### src/rtl/mem32_word_reader.sv
// Reads one 32-bit word as four sequential byte reads from a byte-wide memory port and
// reassembles it; byte captures run as a latency pipeline alongside the issue phase.
module mem32_word_reader #(
    parameter int unsigned BYTE_ADDR_W = 6,
    parameter int unsigned MEM_LAT     = 1,
    parameter int unsigned BIG_ENDIAN  = 0
) (
    input  logic                   clk,
    input  logic                   rst,
    input  logic                   rd_req,
    input  logic [BYTE_ADDR_W-3:0] rd_addr,
    output logic                   rd_ready,
    output logic                   busy,
    output logic                   mem_rd,
    output logic [BYTE_ADDR_W-1:0] mem_addr,
    input  logic [7:0]             mem_rdata,
    output logic [31:0]            dataout,
    output logic                   valid
);

    typedef enum logic [1:0] {StIdle, StIssue, StDrain} state_e;

    state_e                 state_q, state_d;
    logic [BYTE_ADDR_W-3:0] waddr_q, waddr_d;
    logic [1:0]             iss_q, iss_d;
    logic [1:0]             cap_q, cap_d;
    logic [MEM_LAT-1:0]     pipe_q, pipe_d;
    logic [31:0]            part_q, part_d;
    logic [31:0]            data_q, data_d;
    logic                   valid_q, valid_d;
    logic                   capture;
    logic [1:0]             slot;

    assign rd_ready = (state_q == StIdle);
    assign busy     = ~rd_ready;
    assign mem_rd   = (state_q == StIssue);
    // iss_q stays at 3 after the last strobe so mem_addr holds its final value while idle.
    assign mem_addr = {waddr_q, iss_q};
    assign dataout  = data_q;
    assign valid    = valid_q;
    assign capture  = pipe_q[MEM_LAT-1];
    assign slot     = (BIG_ENDIAN != 0) ? (2'd3 - cap_q) : cap_q;

    always_comb begin
        state_d = state_q;
        waddr_d = waddr_q;
        iss_d   = iss_q;
        cap_d   = cap_q;
        part_d  = part_q;
        data_d  = data_q;
        valid_d = 1'b0;

        // Strobe history: bit i set means a strobe issued i+1 cycles ago.
        pipe_d[0] = mem_rd;
        for (int i = 1; i < int'(MEM_LAT); i++) begin
            pipe_d[i] = pipe_q[i-1];
        end

        if (capture) begin
            part_d[{slot, 3'b000} +: 8] = mem_rdata;
            cap_d = cap_q + 2'd1;
            if (cap_q == 2'd3) begin
                data_d  = part_d;
                valid_d = 1'b1;
            end
        end

        unique case (state_q)
            StIdle: begin
                if (rd_req) begin
                    waddr_d = rd_addr;
                    iss_d   = 2'd0;
                    cap_d   = 2'd0;
                    state_d = StIssue;
                end
            end
            StIssue: begin
                if (iss_q == 2'd3) begin
                    state_d = StDrain;
                end else begin
                    iss_d = iss_q + 2'd1;
                end
            end
            StDrain: begin
                if (capture && (cap_q == 2'd3)) begin
                    state_d = StIdle;
                end
            end
            default: state_d = StIdle;
        endcase
    end

    always_ff @(posedge clk or negedge rst) begin
        if (!rst) begin
            state_q <= StIdle;
            waddr_q <= '0;
            iss_q   <= '0;
            cap_q   <= '0;
            pipe_q  <= '0;
            part_q  <= '0;
            data_q  <= '0;
            valid_q <= 1'b0;
        end else begin
            state_q <= state_d;
            waddr_q <= waddr_d;
            iss_q   <= iss_d;
            cap_q   <= cap_d;
            pipe_q  <= pipe_d;
            part_q  <= part_d;
            data_q  <= data_d;
            valid_q <= valid_d;
        end
    end

endmodule

### config.mk
export PLATFORM = sky130hd
export DESIGN_NAME = mem32_word_reader
export DESIGN_NICKNAME = d
export VERILOG_FILES = /design/src/rtl/mem32_word_reader.sv
export SDC_FILE = /design/constraint.sdc
export NUM_CORES = 1
export LEC_CHECK = 0
export ABC_AREA = 0
export ABC_CLOCK_PERIOD_IN_PS = 3200
export CAP_MARGIN = 20
export CORE_MARGIN = 1.5
export CORE_UTILIZATION = 55
export CTS_CLUSTER_DIAMETER = 50
export DETAILED_ROUTE_END_ITERATION = 8
export GPL_TIMING_DRIVEN = 0
export PLACE_DENSITY = 0.84
export SLEW_MARGIN = 0
export SYNTH_ARGS = -nofsm -noshare
export SYNTH_HDL_FRONTEND = slang
export SYNTH_SLANG_ARGS = --single-unit
### constraint.sdc
create_clock -name clk -period 3.2 [get_ports clk]
set_input_delay 0.64 -clock clk [delete_from_list [all_inputs] [get_ports clk]]
set_output_delay 0.64 -clock clk [all_outputs]
set_load 0.02 [all_outputs]
==> out/qor.tcl <==
set qor(detailedRoute.firstPassIterationCount) 5
set qor(h_tree_lvls) 3
set qor(worstSetupEndpoint) {mem_rd}
set qor(timing.setup.critical_path_class) {reg -> out}
set qor(grt_util_met2_pct) 39.91
set qor(routed_wl_um) 7034
set qor(mostFrequentLayoutCells) {sky130_fd_sc_hd__dfrtp_1 (68), sky130_fd_sc_hd__clkdlybuf4s50_1 (48), sky130_fd_sc_hd__nand2_1 (22)}
set qor(cts_buffer_depth) 2
set qor(worstSetupEndpointType) {output pin}
set qor(fin_crit_sh_pct) 71.19
set qor(grt_antenna_before_repair) 0
set qor(clkLatencyLatePin_ns) 0.35
set qor(layout_commonest_cell) {sky130_fd_sc_hd__dfrtp_1}
set qor(met1_usage_pct) 33.02
set qor(nets) 343
set qor(ant_cells) 0
set qor(nFillCells) 356
set qor(vdd_ir_drop_max_mv) 0.6232
set qor(max_freq_ghz) 0.4389
set qor(wl_per_cell_um) 17.72
set qor(post_synth_and_or_nand_nor_area_fraction_pct) 16.60
set qor(proportion_of_synthesized_chip_area_in_sequential_cells_pct) 56.86
set qor(critical_path_arrival_ns) 1.64
set qor(grt_pass1_wl_um) 11680
set qor(post_route_cells_drive_above_1_share_pct) 13.46
set qor(pwr_per_cell_area_nw_per_um2) 1099
set qor(dp_area_um2) 3568
set qor(drc) 0
set qor(report.final.slew_viol_count) 0
set qor(gr-max-usage-layer) {met2}
set qor(clock_sink_count) 68
set qor(yosys_warnings) 0
set qor(routed_antenna_nets) 0
set qor(crit_path_max_fanout) 5
set qor(asyncSetResetFlopFracSynth_pct) 100.0
set qor(detailedPlacementHpwl_um) 4564
set qor(post_cts_resize_count) 0
set qor(synth_compound_gate_area_share_pct) 16.51
set qor(unique_cell_type_count_in_the_yosys_netlist) 32
set qor(slew_headroom_pct) 37.77
set qor(power_w) 0.004217
set qor(path_clk_slew_ns) 0.08
set qor(report.final.hold_viol_count) 0
set qor(gr-usage-met3_pct) 7.143
set qor(initial_core_util_pct) 57.86
set qor(slowest_stage) {sky130_fd_sc_hd__clkdlybuf4s50_1}
set qor(cts_made_buffers) 9
set qor(cellLeakagePower_nw) 1.670
set qor(unrepaired_setup_endpoints_after_global_routing) {no}
set qor(dr_iter_0_viols) 196
set qor(edff_count_synth) 0
set qor(timing.rr.end) {dataout[20]}
set qor(area.growth.synth_to_final_pct) 28.22
set qor(placementRows) 26
set qor(synthXorXnorAreaFrac_pct) 0.2926
set qor(syn_avg_cell_area_um2) 11.42
set qor(setup.worst_path.start_class) {flop}
set qor(floorplan_die_width_um) 76.77
set qor(regToRegStartpoint) {cap_q[0]}
set qor(hp-class) {in -> async}
set qor(worstSetupStartpoint) {state_q[1]}
set qor(die_area_um2) 5893
set qor(post-place-cells) 381
set qor(cts_root_buffer) {sky130_fd_sc_hd__clkbuf_8}
set qor(report.final.setup_viol) 0
set qor(synthesized_area_um2) 2993
set qor(synthCells) 262
set qor(input_output_buffers) 49
set qor(gr-total-overflow) 0
set qor(cts_setup_buffers) 0
set qor(synth_fp_nets) 283
set qor(die_height_um) 76.77
set qor(place.gp.congestion) 0.8234
set qor(finalInstanceArea_um2) 3837
set qor(routed-via-count) 2323
set qor(main_combinational_cell_family_by_area_after_synthesis) {simple AND/OR/NAND/NOR gates}
set qor(tightest_pin_transition_ns) 0.9264
set qor(drt-vias-per-instance) 5.851
set qor(grt_total_usage_pct) 25.79
set qor(final_period_minus_worst_setup_slack_ns) 2.278
set qor(worst_clock_skew_ns) 0.01153
set qor(ff_to_ff_path_depth) 6
set qor(drv_cap) 0
set qor(ctsHoldBuffers) 0
set qor(postSynthRegisterBits) 68
set qor(path_cells) {nor2b_1 > clkdlybuf4s50_1}
set qor(grt_pass1_vias) 2376
set qor(clock_tree_from_tritoncts) {done}
set qor(pin_count_of_the_biggest_net_entering_global_routing) 69
set qor(run_status) {finished clean}
set qor(timing.hold.ws_ns) 0.3866
set qor(rrSetupSlack_ns) 0.95
set qor(floorplan.io_pins) 57
set qor(cp_slowest_stage_delay_ns) 0.64
set qor(floorplan.core_area_um2) 5172
set qor(instances_no_fill) 397
set qor(required_time_at_the_endpoint_of_the_critical_path_ns) 2.56
set qor(multiplexer_area_fraction_after_synthesis_pct) 2.216
set qor(postSynth.topFlopCell) {sky130_fd_sc_hd__dfrtp_1}
set qor(synth-adder-area-share_pct) 2.508
==> worst min-delay path by stage <==
stage / to / depth (start not counted) / startpoint
5_1_grt: dataout[25] / 1 / rst
3_3_place_gp: part_q[16] / 2 / part_q[16]
4_1_cts: dataout[25] / 1 / rst
2_1_floorplan: cap_q[0] / 0 / rst
3_5_place_dp: part_q[22] / 2 / part_q[22]
6_report: dataout[25] / 1 / rst
==> synth_stat cells (2+ instances only) <==
cell type / number / area (µm²)
sky130_fd_sc_hd__dfrtp_1: 68 / 1702
sky130_fd_sc_hd__nand2_1: 22 / 82.58
sky130_fd_sc_hd__a22o_1: 21 / 183.9
sky130_fd_sc_hd__nor2_1: 20 / 75.07
sky130_fd_sc_hd__a31oi_1: 15 / 93.84
sky130_fd_sc_hd__o21ai_0: 10 / 50.05
sky130_fd_sc_hd__nor2b_1: 9 / 56.30
sky130_fd_sc_hd__nor3b_1: 9 / 67.56
sky130_fd_sc_hd__a21oi_1: 8 / 40.04
sky130_fd_sc_hd__a221o_1: 8 / 80.08
sky130_fd_sc_hd__buf_4: 8 / 60.06
sky130_fd_sc_hd__clkbuf_1: 8 / 30.03
sky130_fd_sc_hd__nand2b_1: 7 / 43.79
sky130_fd_sc_hd__nand4_1: 7 / 43.79
sky130_fd_sc_hd__ha_1: 6 / 75.07
sky130_fd_sc_hd__inv_1: 6 / 22.52
sky130_fd_sc_hd__mux2_2: 5 / 56.30
sky130_fd_sc_hd__a22o_2: 3 / 30.03
sky130_fd_sc_hd__buf_1: 3 / 11.26
sky130_fd_sc_hd__buf_2: 3 / 15.01
sky130_fd_sc_hd__nand3b_1: 2 / 15.01
sky130_fd_sc_hd__nor3_1: 2 / 10.01
sky130_fd_sc_hd__nor3b_2: 2 / 25.02
sky130_fd_sc_hd__nor3b_4: 2 / 37.54
==> final cells by class <==
type | instances | area (µm²) | area share [%]
timing repair buffer | 49 | 488.0 | 12.72
multi-input combinational | 165 | 1141 | 29.74
buffer | 23 | 127.6 | 3.326
tap | 70 | 87.58 | 2.282
clock inverter | 3 | 90.09 | 2.348
inverter | 6 | 22.52 | 0.5869
clock buffer | 13 | 178.9 | 4.663
sequential | 68 | 1702 | 44.34
==> layer usage <==
metal / part of all wire, % / routed length, µm
met4: 3.2 / 227
met1: 42 / 2946
met2: 50 / 3493
met3: 5.2 / 367
met5: 0 / 0
==> report_power, final <==
part	switching, W	internal [W]	total [W]
registers	0.000215	0.00120	0.00141
clock network	0.000323	0.000603	0.000927
logic	0.00102	0.000856	0.00188
==> cells by family (layout without fill, tap and decap cells) <==
group,Yosys count,count (layout)
flops,68,68
compound gates,67,67
mux,6,6
buf+inv,29,94
fa+ha+maj,6,6
xor+xnor,1,1
simple gates,85,85
==> sequential cells by signal, summed over array words and instances, names as in the netlist <==
signal,cells
state_q,2
cap_q,2
valid,1
waddr_q,4
iss_q,2
capture,1
part_q,24
dataout,32
==> critical path, delay by kind of cell, from the launching register on <==
kind | cells | cell delay, ns
buf+inv | 1 | 0.64
flops | 1 | 0.43
simple gates | 1 | 0.22
==> per-stage QoR <==
step | utilization (%) | setup TNS, ns | setup WS (ns)
floorplan | - | 0 | 1.326
global placement | 69.04 | -43.12 | -0.6378
detailed placement | 68.99 | 0 | 0.9903
CTS | 74.19 | 0 | 0.9085
global route | 74.19 | 0 | 0.7802
finish | 74.19 | 0 | 0.9218
(Power assumes the default switching activity.)
